--- src/rtl/rr_mux4_stage_if.sv ---
// Valid/ready bundle for the four-channel round-robin mux stage.
// The slave modport is the stage's view; master is the producer/consumer side.
interface rr_mux4_stage_if #(
  parameter int WIDTH = 12
);
  logic [WIDTH-1:0] d0;
  logic [WIDTH-1:0] d1;
  logic [WIDTH-1:0] d2;
  logic [WIDTH-1:0] d3;
  logic [3:0]       v;
  logic [3:0]       rdy;
  logic [WIDTH-1:0] y;
  logic [1:0]       s;
  logic             y_valid;
  logic             y_ready;

  modport slave (
    input  d0, d1, d2, d3, v, y_ready,
    output rdy, y, s, y_valid
  );

  modport master (
    output d0, d1, d2, d3, v, y_ready,
    input  rdy, y, s, y_valid
  );
endinterface

--- src/rtl/rr_mux4_stage.sv ---
// Round-robin arbiter over four valid/ready channels feeding a one-word
// registered output stage that carries the winning channel index in s.
module rr_mux4_stage #(
  parameter int WIDTH = 12
) (
  input logic            clk,
  input logic            reset,
  rr_mux4_stage_if.slave bus
);

  typedef enum logic {
    EMPTY = 1'b0,
    FULL  = 1'b1
  } state_t;

  state_t           state_q, state_d;
  logic [1:0]       ptr_q, ptr_d;
  logic [1:0]       s_q, s_d;
  logic [WIDTH-1:0] y_q, y_d;

  logic [1:0]       grant;
  logic             any_req;
  logic             load;
  logic [WIDTH-1:0] grant_data;

  assign any_req = |bus.v;
  assign load    = ((state_q == EMPTY) || bus.y_ready) && any_req;

  // First requesting channel scanning upward from ptr, wrapping mod 4.
  // NOTE: every always_comb output gets a default before any branch, so no
  // path can leave a variable unassigned and infer a latch.
  always_comb begin
    logic found;
    grant = ptr_q;
    found = 1'b0;
    for (int k = 0; k < 4; k++) begin
      if (!found && bus.v[ptr_q + 2'(k)]) begin
        grant = ptr_q + 2'(k);
        found = 1'b1;
      end
    end
  end

  always_comb begin
    case (grant)
      2'd0:    grant_data = bus.d0;
      2'd1:    grant_data = bus.d1;
      2'd2:    grant_data = bus.d2;
      default: grant_data = bus.d3;
    endcase
  end

  always_comb begin
    state_d = state_q;
    ptr_d   = ptr_q;
    s_d     = s_q;
    y_d     = y_q;
    case (state_q)
      EMPTY: if (load) state_d = FULL;
      FULL:  if (bus.y_ready && !any_req) state_d = EMPTY;
      default: state_d = EMPTY;
    endcase
    if (load) begin
      y_d   = grant_data;
      s_d   = grant;
      ptr_d = grant + 2'd1;
    end
  end

  // NOTE: state registers use non-blocking assignments so every flop samples
  // pre-edge values, independent of process evaluation order.
  always_ff @(posedge clk or posedge reset) begin
    if (reset) begin
      state_q <= EMPTY;
      ptr_q   <= 2'd0;
      s_q     <= 2'd0;
      y_q     <= '0;
    end else begin
      state_q <= state_d;
      ptr_q   <= ptr_d;
      s_q     <= s_d;
      y_q     <= y_d;
    end
  end

  // rdy is gated by reset directly: with y_valid cleared, load alone would
  // still grant a requester while reset is held.
  assign bus.rdy     = (load && !reset) ? (4'b0001 << grant) : 4'b0000;
  assign bus.y       = y_q;
  assign bus.s       = s_q;
  assign bus.y_valid = (state_q == FULL);

endmodule

--- src/flat_wrapper.sv ---
// flat-port wrapper written by rule: the top's interface ports become plain ports
module rr_mux4_stage_flat 
#(
  parameter int WIDTH = 12
)
  (clk, reset, bus_d0, bus_d1, bus_d2, bus_d3, bus_v, bus_y_ready, bus_rdy, bus_y, bus_s, bus_y_valid);
  rr_mux4_stage_if #(.WIDTH(WIDTH)) bus_i ();
  input logic clk;
  input logic reset;
  input wire logic [$bits(bus_i.d0)-1:0] bus_d0;
  input wire logic [$bits(bus_i.d1)-1:0] bus_d1;
  input wire logic [$bits(bus_i.d2)-1:0] bus_d2;
  input wire logic [$bits(bus_i.d3)-1:0] bus_d3;
  input wire logic [$bits(bus_i.v)-1:0] bus_v;
  input wire logic [$bits(bus_i.y_ready)-1:0] bus_y_ready;
  output wire logic [$bits(bus_i.rdy)-1:0] bus_rdy;
  output wire logic [$bits(bus_i.y)-1:0] bus_y;
  output wire logic [$bits(bus_i.s)-1:0] bus_s;
  output wire logic [$bits(bus_i.y_valid)-1:0] bus_y_valid;
  assign bus_i.d0 = bus_d0;
  assign bus_i.d1 = bus_d1;
  assign bus_i.d2 = bus_d2;
  assign bus_i.d3 = bus_d3;
  assign bus_i.v = bus_v;
  assign bus_i.y_ready = bus_y_ready;
  assign bus_rdy = bus_i.rdy;
  assign bus_y = bus_i.y;
  assign bus_s = bus_i.s;
  assign bus_y_valid = bus_i.y_valid;
  rr_mux4_stage #(.WIDTH(WIDTH)) u_core (.clk(clk), .reset(reset), .bus(bus_i));
endmodule
--- config.mk ---
export PLATFORM = sky130hd
export DESIGN_NAME = rr_mux4_stage_flat
export DESIGN_NICKNAME = d
export VERILOG_FILES = /design/src/rtl/rr_mux4_stage_if.sv /design/src/rtl/rr_mux4_stage.sv /design/src/flat_wrapper.sv
export SDC_FILE = /design/constraint.sdc
export NUM_CORES = 1
export LEC_CHECK = 0
export BUFFER_PORTS_ARGS = -buffer_cell sky130_fd_sc_hd__buf_2
export CORE_MARGIN = 2
export CORE_UTILIZATION = 38
export DETAILED_ROUTE_END_ITERATION = 10
export PLACE_DENSITY_LB_ADDON = 0.12
export RECOVER_POWER = 25
export SLEW_MARGIN = 20
export SYNTH_ARGS = -nofsm -noshare
export SYNTH_HDL_FRONTEND = slang
export SYNTH_SLANG_ARGS = --single-unit
--- constraint.sdc ---
create_clock -name clk -period 2.3 [get_ports clk]
set_input_delay 0.46 -clock clk [delete_from_list [all_inputs] [get_ports clk]]
set_output_delay 0.46 -clock clk [all_outputs]
set_load 0.02 [all_outputs]
==> results.json, run 1 <==
{
  "status": "finished, violations left",
  "violations": "design-rule violations, negative setup slack",
  "holdWs_ns": 0.117,
  "first_pass_iters": 10,
  "fp.dieW_um": 58.7,
  "antenna_found_initial": 0,
  "ir_worst_vdd_mv": 0.529,
  "cp_common_cell": "buf_6",
  "syn_avg_cell_area_um2": 10.3,
  "synth_seq_area_share_pct": 37.4,
  "cts_tree": "done",
  "drt_iter0_markers": 79,
  "synth_area_um2": 1140,
  "finalWeightedCongestion": 0.843,
  "worst_pin_slew_ns": 0.656,
  "grt_usage_pct": 20.6,
  "cts.htree.levels": 1,
  "drc": 4,
  "path_clk_slew_ns": 0.10,
  "power.total_mw": 1.93,
  "endpoint_kind": "output port",
  "yosysTopAreaCell": "dfrtp_1",
  "cp_max_fo": 5,
  "crit_arrival_ns": 1.96,
  "async_flop_share_pct": 100,
  "synth_seq_cells": 17,
  "avgRoutedWirePerCell_um": 14.8,
  "syn_nets": 171,
  "period_share_pct": 105,
  "final_max_slew_viol_count": 0,
  "placed_cell_area_um2": 1700,
  "p_per_area_nw_per_um2": 1020,
  "nets": 269,
  "path_class": "reg -> out",
  "viasPerCell": 5.46,
  "die-area_um2": 3450,
  "finalHoldViolCount": 0,
  "cp_cell_sequence": "nor3b_4 > a2111oi_4 > nor2_2 > buf_6 > ha_4 > and3_4 > buf_6",
  "coreArea_um2": 2810,
  "finalWorstSetupSlack_ns": -0.118,
  "period_needed_ns": 2.42,
  "die_y_um": 58.7,
  "ys_top_cells_by_area": "dfrtp_1, a222oi_1, mux2_2",
  "pin_count": 74,
  "final_cell_mix": "buf_2, buf_4, dfrtp_1",
  "crit_start": "u_core.ptr_q[1]$_DFFE_PP0P_",
  "grt_pass1_vias": 1204,
  "r2r-start": "u_core.ptr_q[0]$_DFFE_PP0P_",
  "grt_setup_unrepaired": "yes",
  "fin_skew_ns": 0.00482,
  "io_buffers": 73,
  "drt-total-wl_um": 3530,
  "ys_warn_count": 0,
  "ctsHoldBuffers": 0,
  "critPathLaunchType": "register",
  "grt_pass1_wl_um": 5490,
  "stdcell_area_um2": 1900,
  "grt_max_degree": 19,
  "slowest_delay_ns": 0.45,
  "num_vias": 1304,
  "slew_headroom_pct": 56.3,
  "synth_edf_count": 0,
  "synth_top_area_share_pct": 37.4,
  "dpl.hpwl_um": 2700,
  "dp_worst_setup_slack_ns": -0.243,
  "cts_sinks": 17,
  "drive_above_1_share_pct": 64.9,
  "syn_to_final_growth_pct": 66.5,
  "slowest_stage": "dfrtp_2",
  "setup_violations": 4,
  "grt-ovfl-total": 0,
  "yosys_most_used_dff": "dfrtp_1",
  "clk_latency_ns": 0.29,
  "ys_types": 30,
  "initial_utilization_pct": 40.6,
  "rows": 19,
  "fmax_ghz": 0.414,
  "synthCells": 111,
  "hold_class": "in -> async",
  "drv_cap": 0,
  "antennaDiodeCount": 0,
  "clock-root-buffer": "clkbuf_4",
  "cp.required_ns": 1.84,
  "final_common_cell": "buf_2",
  "cts_buffer_depth": 2,
  "power.leakage_nw": 0.931,
  "ant_nets": 0,
  "cts_buffers": 3
}
-- cell usage after synthesis (2+ instances only) --
library cell,number
nor2b_1,5
nand2_1,15
mux2_4,4
dfrtp_1,17
a222oi_1,12
inv_1,2
o21ai_0,14
mux2_2,9
and3_1,4
ha_1,5
clkbuf_1,5
-- timing repair --
| action | 4_1_cts | 5_1_grt |
|---|---|---|
| setup endpoints to repair | 16 | 15 |
| resized for setup | 26 | 10 |
| buffers inserted | 3 | 1 |
| pin swaps | 6 | 6 |
-- state kept, by name, indices dropped and copies added (netlist names) --
| register | flops |
|---|---|
| u_core.bus.y | 12 |
| u_core.bus.s | 2 |
| u_core.ptr_q | 2 |
| u_core.bus.y_valid | 1 |
-- worst max-delay path: cells and delay by family (launching register included) --
kind / cells / cell delay, ns
AOI/OAI and AO/OA: 1 / 0.36
adders and majority gates: 1 / 0.14
buffers and inverters: 2 / 0.26
and+or+nand+nor: 3 / 0.45
DFF: 1 / 0.45
-- path summary, 6_finish.rpt --
path / endpoint / cells past startpoint / slack [ns]
max: bus_rdy[3] / 7 / -0.12
min: u_core.bus.y[4]$_DFFE_PP0P_ / 2 / 0.12
max reg2reg: u_core.bus.y[2]$_DFFE_PP0P_ / 10 / 0.10
min reg2reg: u_core.bus.y[6]$_DFFE_PP0P_ / 1 / 0.51
max in group asynchronous: u_core.ptr_q[1]$_DFFE_PP0P_ / 3 / 1.26
min in group clk: u_core.bus.y_valid$_DFF_PP0_ / 3 / 0.48
-- metrics by stage --
step                utilization, %  TNS (ns)  cells
CTS                           66.8    -0.364    238
detailed placement            60.6     -2.64    231
finish                        67.6    -0.408    239
floorplan                        -         0    111
global placement              60.6     -1.73    231
global route                  67.6    -0.776    239
-- logic make-up (layout without fill, tap and decap cells) --
| kind of cell | after synthesis | in the layout | share of synthesized area (%) |
|---|---|---|---|
| DFF | 17 | 17 | 37.4 |
| buffers and inverters | 8 | 105 | 3.30 |
| and+or+nand+nor | 33 | 33 | 16.5 |
| AOI/OAI and AO/OA | 35 | 35 | 23.2 |
| adders and majority gates | 5 | 5 | 5.49 |
| muxes | 13 | 13 | 14.2 |
-- routing by layer --
layer	GRT usage, %	part of all wire (%)	up-vias
met4	3.90	0.28	0
met1	27.4	42	601
met2	34.6	49	69
met5	0	0	-
met3	4.62	8.6	2
li1	-	-	632
-- power breakdown --
| group | leakage [nW] | internal (mW) | switching [mW] |
|---|---|---|---|
| registers | 0.204 | 0.426 | 0.0778 |
| logic | 0.712 | 0.648 | 0.609 |
| clock network | 0.0150 | 0.0674 | 0.0974 |
| total | 0.931 | 1.14 | 0.784 |
-- final cells by class --
type                            count  area (um^2)
Clock buffer                        4         26.3
Fill cell                         246          910
Inverter                            2         7.51
Multi-Input combinational cell     86          797
Sequential cell                    17          427
Tap cell                           31         38.8
Timing Repair Buffer               99          599
Power figures use the tool's default switching activity.
==> run 2: changes to the inputs <==
- CORE_UTILIZATION: 38 -> 35
==> run 2 against run 1 <==
  * Flip-flop and latch count stayed put
  * Sequential share of layout area is 0.64 points lower
  * Via count is 0.46% higher
  * Register-to-register slack worse by 0.07 ns
  * Routed wire length is 3.7% higher
  * Critical path depth stayed put
  * Die area is 8.0% higher
  * The flow finishes with violations (negative setup slack)
  * Core utilization is 4.0 points lower
  * Non-clock buffer count is 1 higher
  * Design area is 3.2% higher
  * Highest routed layer unchanged
  * Global-route usage is 0.081 points lower
  * Hold slack worse by 0.0071 ns
==> results.json, run 2 (synthesis results as in run 1) <==
{
  "fmax_ghz": 0.423,
  "slew_headroom_pct": 69.2,
  "initial_utilization_pct": 37.0,
  "die-area_um2": 3730,
  "fin_setup_tns_ns": -0.148,
  "coreArea_um2": 3080,
  "grt_max_degree": 15,
  "cts_buffer_depth": 2,
  "rows": 20,
  "cp_cell_sequence": "o22ai_2 > a221oi_4 > and2_4 > buf_6 > ha_4 > and3_4 > buf_6",
  "setup_violations": 4,
  "critPathLaunchType": "register",
  "multiInputGateArea_um2": 826,
  "dp.cells": 241,
  "stdcell_count": 253,
  "grt-ovfl-total": 0,
  "status": "finished, violations left",
  "drt_iter0_markers": 91,
  "first_pass_iters": 7,
  "seqCellArea_um2": 428,
  "crit_family": "flip-flops",
  "largest_reg_flops": 12,
  "endpoint_kind": "output port",
  "final_max_slew_viol_count": 0,
  "cp.required_ns": 1.84,
  "path_class": "reg -> out",
  "antenna_found_initial": 0,
  "syn_to_final_growth_pct": 71.9,
  "drt-total-wl_um": 3660,
  "p_per_area_nw_per_um2": 1020,
  "n_fill_cell": 271,
  "cp_common_cell": "buf_6",
  "slowest_stage": "dfrtp_2",
  "num_vias": 1310,
  "grt_pass1_wl_um": 5690,
  "worst_pin_slew_ns": 0.462,
  "final_common_cell": "buf_2",
  "path_clk_slew_ns": 0.11,
  "pin_count": 74,
  "period_share_pct": 103,
  "grt_setup_unrepaired": "yes",
  "antennaDiodeCount": 0,
  "power.leakage_nw": 0.946,
  "cts_buffers": 3,
  "fp.dieW_um": 61.0,
  "die_y_um": 61.0,
  "ant_nets": 0,
  "final_cell_mix": "buf_2, buf_4, dfrtp_1",
  "cts.htree.levels": 1,
  "holdWs_ns": 0.110,
  "grt_pass1_vias": 1265,
  "period_needed_ns": 2.37,
  "violations": "negative setup slack",
  "finalWeightedCongestion": 0.881,
  "ctsHoldBuffers": 0,
  "cts_sinks": 17,
  "viasPerCell": 5.18,
  "avgRoutedWirePerCell_um": 14.5,
  "drive_above_1_share_pct": 66.5,
  "finalHoldViolCount": 0,
  "dpl.hpwl_um": 2700,
  "clk_latency_ns": 0.30,
  "grt_usage_pct": 20.6,
  "slowest_delay_ns": 0.44,
  "cts_tree": "done",
  "ir_worst_vdd_mv": 0.535,
  "finalWorstSetupSlack_ns": -0.0667,
  "fin_skew_ns": 0.00687,
  "nets": 270,
  "hold_class": "in -> async",
  "power.total_mw": 2.00,
  "drv_cap": 0,
  "io_buffers": 73,
  "crit_arrival_ns": 1.91,
  "cp.buffers_inverters": 2,
  "cp_max_fo": 3,
  "clock-root-buffer": "clkbuf_4",
  "dp_worst_setup_slack_ns": -0.239,
  "drc": 0
}
==> run 2: cell count changes in the layout (fill, tap and decap cells not counted), moves of 2 or more <==
cell	previous run	this run
buf_6	6	12
buf_4	21	16
o21ai_0	9	5
mux2_2	9	6
mux2_4	4	7
o21ai_1	5	8
and3_2	2	0
and3_4	1	3
nor2b_2	2	0
==> run 2: metrics by stage <==
| stage | utilization (%) | area, um^2 |
|---|---|---|
| after floorplan | - | 1150 |
| after global placement | 54.6 | 1680 |
| after detailed placement | 54.6 | 1680 |
| after CTS | 62.0 | 1910 |
| after global routing | 63.6 | 1960 |
| final | 63.6 | 1960 |
==> run 2: timing repair <==
action / CTS / global route
setup endpoints to repair: 16 / 16
pin swaps: 15 / 13
cloned: 0 / 0
setup buffers: 7 / 2
gates resized for setup: 37 / 17
==> run 2: power breakdown <==
group	internal (mW)	switching (mW)
logic	0.696	0.633
clock network	0.0649	0.103
registers	0.427	0.0803
==> run 2: path summary, 6_finish.rpt <==
check,start,to,slack [ns],cells after the start
worst min register to register,u_core.bus.y[7]$_DFFE_PP0P_,u_core.bus.y[7]$_DFFE_PP0P_,0.52,1
worst max register to register,u_core.ptr_q[0]$_DFFE_PP0P_,u_core.bus.y[4]$_DFFE_PP0P_,0.03,10
worst max-delay path,u_core.ptr_q[0]$_DFFE_PP0P_,bus_rdy[3],-0.07,7
max in group asynchronous,reset,u_core.ptr_q[1]$_DFFE_PP0P_,1.45,3
worst min-delay path,reset,u_core.bus.y[8]$_DFFE_PP0P_,0.11,2
min in group clk,bus_y_ready,u_core.bus.y_valid$_DFF_PP0_,0.46,3
==> run 2: layout make-up <==
class / count / share of cell area [%]
repair buffers: 100 / 31.3
multi-input cells: 86 / 42.2
flip-flops and latches: 17 / 21.9
clock inverters: 1 / 0.256
well taps: 44 / 2.81
clock buffers: 3 / 1.15
inverters: 2 / 0.384
==> run 2: worst reg2reg max path, stage by stage (launching register included) <==
cell	delay, ns
dfrtp_2	0.44
buf_6	0.13
nor2b_1	0.04
o21a_1	0.20
or2_4	0.27
ha_4	0.17
buf_6	0.12
buf_6	0.12
a222oi_1	0.24
o21ai_1	0.14
mux2_4	0.27
==> run 2: metal layers <==
metal / track usage [%] / routed length, um / vias to the layer above
met5: 0 / 0 / -
met2: 37.1 / 1920 / 46
met4: 6.52 / 48 / 0
met3: 4.62 / 214 / 6
met1: 24.1 / 1470 / 625
li1: - / - / 633
==> run 3: changes to the inputs <==
- CTS_BUF_LIST: unset -> sky130_fd_sc_hd__clkbuf_16
==> run 3 against run 2 <==
  * The run still ends with negative setup slack left
  * Hold slack improved by 0.055 ns
  * Sequential power increased by 2%
  * Worst setup slack improved by 0.050 ns
  * Maximum frequency increased by 2.2%
  * Register-to-register slack better by 0.04 ns
  * Total power is 5.5% higher
  * Flip-flop and latch count stayed put
  * Clock skew fell by 0.0058 ns
  * Count of clock-buffer cells in the layout stayed put
  * Final cell count shrank 1.6%
  * Largest power group unchanged
==> results.json, run 3 (synthesis results as in run 1) <==
{
  "status": "finished, violations left",
  "violations": "negative setup slack",
  "finalHoldViolCount": 0,
  "pwr-share-seq_pct": 24.4,
  "ir_worst_vdd_mv": 0.609,
  "largest_reg_flops": 12,
  "antenna_found_initial": 0,
  "path_class": "reg -> out",
  "cp_common_cell": "buf_6",
  "path_clk_slew_ns": 0.05,
  "fmax_ghz": 0.432,
  "dp.cells": 241,
  "final_max_slew_viol_count": 0,
  "ctsHoldBuffers": 0,
  "dpl.hpwl_um": 2700,
  "finalWorstSetupSlack_ns": -0.0165,
  "num_vias": 1314,
  "power.leakage_nw": 0.950,
  "avgRoutedWirePerCell_um": 15.0,
  "period_share_pct": 101,
  "die_y_um": 61.0,
  "utilization_pct": 64.0,
  "nets": 266,
  "slowest_stage": "dfrtp_2",
  "cts_buffer_depth": 2,
  "die-area_um2": 3730,
  "drt_iter0_markers": 104,
  "crit_arrival_ns": 1.86,
  "viasPerCell": 5.28,
  "holdWs_ns": 0.165,
  "io_buffers": 73,
  "dp_worst_setup_slack_ns": -0.239,
  "grt_pass1_vias": 1239,
  "drt-total-wl_um": 3730,
  "grt_pass1_wl_um": 5750,
  "drc": 0,
  "antennaDiodeCount": 0,
  "r2r-start": "u_core.ptr_q[0]$_DFFE_PP0P_",
  "drive_above_1_share_pct": 67.8,
  "stdcell_count": 249,
  "finalWeightedCongestion": 0.881,
  "fin_setup_tns_ns": -0.0291,
  "stdcell_area_um2": 1970,
  "clk_latency_ns": 0.25,
  "grt_setup_unrepaired": "yes",
  "slowest_delay_ns": 0.44,
  "ant_nets": 0,
  "power.total_mw": 2.11,
  "grt_max_degree": 15,
  "syn_to_final_growth_pct": 73.1,
  "r2r_slack_ns": 0.07,
  "cts_tree": "done",
  "grt_usage_pct": 20.7,
  "setup_violations": 3,
  "switching_share_pct": 39.2,
  "rr_endpoint": "u_core.bus.y[7]$_DFFE_PP0P_",
  "first_pass_iters": 5,
  "p_per_area_nw_per_um2": 1070,
  "clock-root-buffer": "clkbuf_16",
  "cp_cell_sequence": "nor2b_4 > a2111oi_4 > nor2_2 > buf_6 > ha_4 > and3_4 > buf_6",
  "pin_count": 74,
  "cts_buffers": 3,
  "final_cell_mix": "buf_2, buf_4, dfrtp_1",
  "fin_skew_ns": 0.00111,
  "cts.htree.levels": 1,
  "critPathLaunchType": "register",
  "coreArea_um2": 3080,
  "p_comb_share_pct": 58.7,
  "drv_cap": 0,
  "p_switching_mw": 0.829,
  "cp_max_fo": 3,
  "grt-ovfl-total": 0,
  "cp.required_ns": 1.84,
  "worst_pin_slew_ns": 0.378,
  "placed_cell_area_um2": 1680,
  "initial_utilization_pct": 37.0,
  "hold_class": "in -> async",
  "slew_headroom_pct": 74.6,
  "r2r_cells": 9,
  "fp.dieW_um": 61.0,
  "rows": 20,
  "cts_sinks": 17,
  "p_clk_share_pct": 16.8,
  "intPower_mw": 1.29,
  "final_common_cell": "buf_2",
  "endpoint_kind": "output port",
  "period_needed_ns": 2.32
}
## run 3: final cells by class
class	count	area, um^2
clock buffers	3	75.1
repair buffers	96	569
fillers	263	1110
inverters	2	7.51
multi-input cells	86	831
flip-flops and latches	17	428
well taps	44	55.1
clock inverters	1	5.00
## run 3: critical path: cells and delay by family (launching register included)
| kind | cells | cell delay [ns] |
|---|---|---|
| buf+inv | 2 | 0.26 |
| compound gates | 1 | 0.40 |
| flops | 1 | 0.44 |
| simple gates | 3 | 0.35 |
| fa+ha+maj | 1 | 0.14 |
## run 3: repair_timing
item	CTS	global route
pin swaps	5	10
gates resized for setup	23	22
setup buffers	3	1
endpoints found under the setup margin	16	16
## run 3: power by group through the flow
| stage | registers [mW] | logic (mW) | clock network, mW |
|---|---|---|---|
| 2_1_floorplan | 0.634 | 0.518 | 0 |
| 3_3_place_gp | 0.496 | 1.02 | 0 |
| 3_5_place_dp | 0.500 | 1.03 | 0 |
| 4_1_cts | 0.500 | 1.14 | 0.362 |
| 5_1_grt | 0.539 | 1.34 | 0.377 |
| 6_report | 0.517 | 1.24 | 0.356 |
## run 3: how the worst max path moves through the flow
stage,startpoint,end,slack [ns]
after global placement,bus_v[0],u_core.bus.y[4]$_DFFE_PP0P_,-0.16
after floorplan,bus_v[2],u_core.bus.y[0]$_DFFE_PP0P_,0.03
after CTS,u_core.ptr_q[1]$_DFFE_PP0P_,bus_rdy[0],-0.02
after detailed placement,bus_v[0],u_core.bus.y[4]$_DFFE_PP0P_,-0.24
final,u_core.ptr_q[0]$_DFFE_PP0P_,bus_rdy[3],-0.02
after global routing,u_core.ptr_q[0]$_DFFE_PP0P_,bus_rdy[3],-0.06
## run 3: layer usage
layer,track usage [%],part of all wire [%]
met3,4.62,5.6
met1,25.7,41
met4,5.59,0.94
met5,0,0
met2,36.2,52
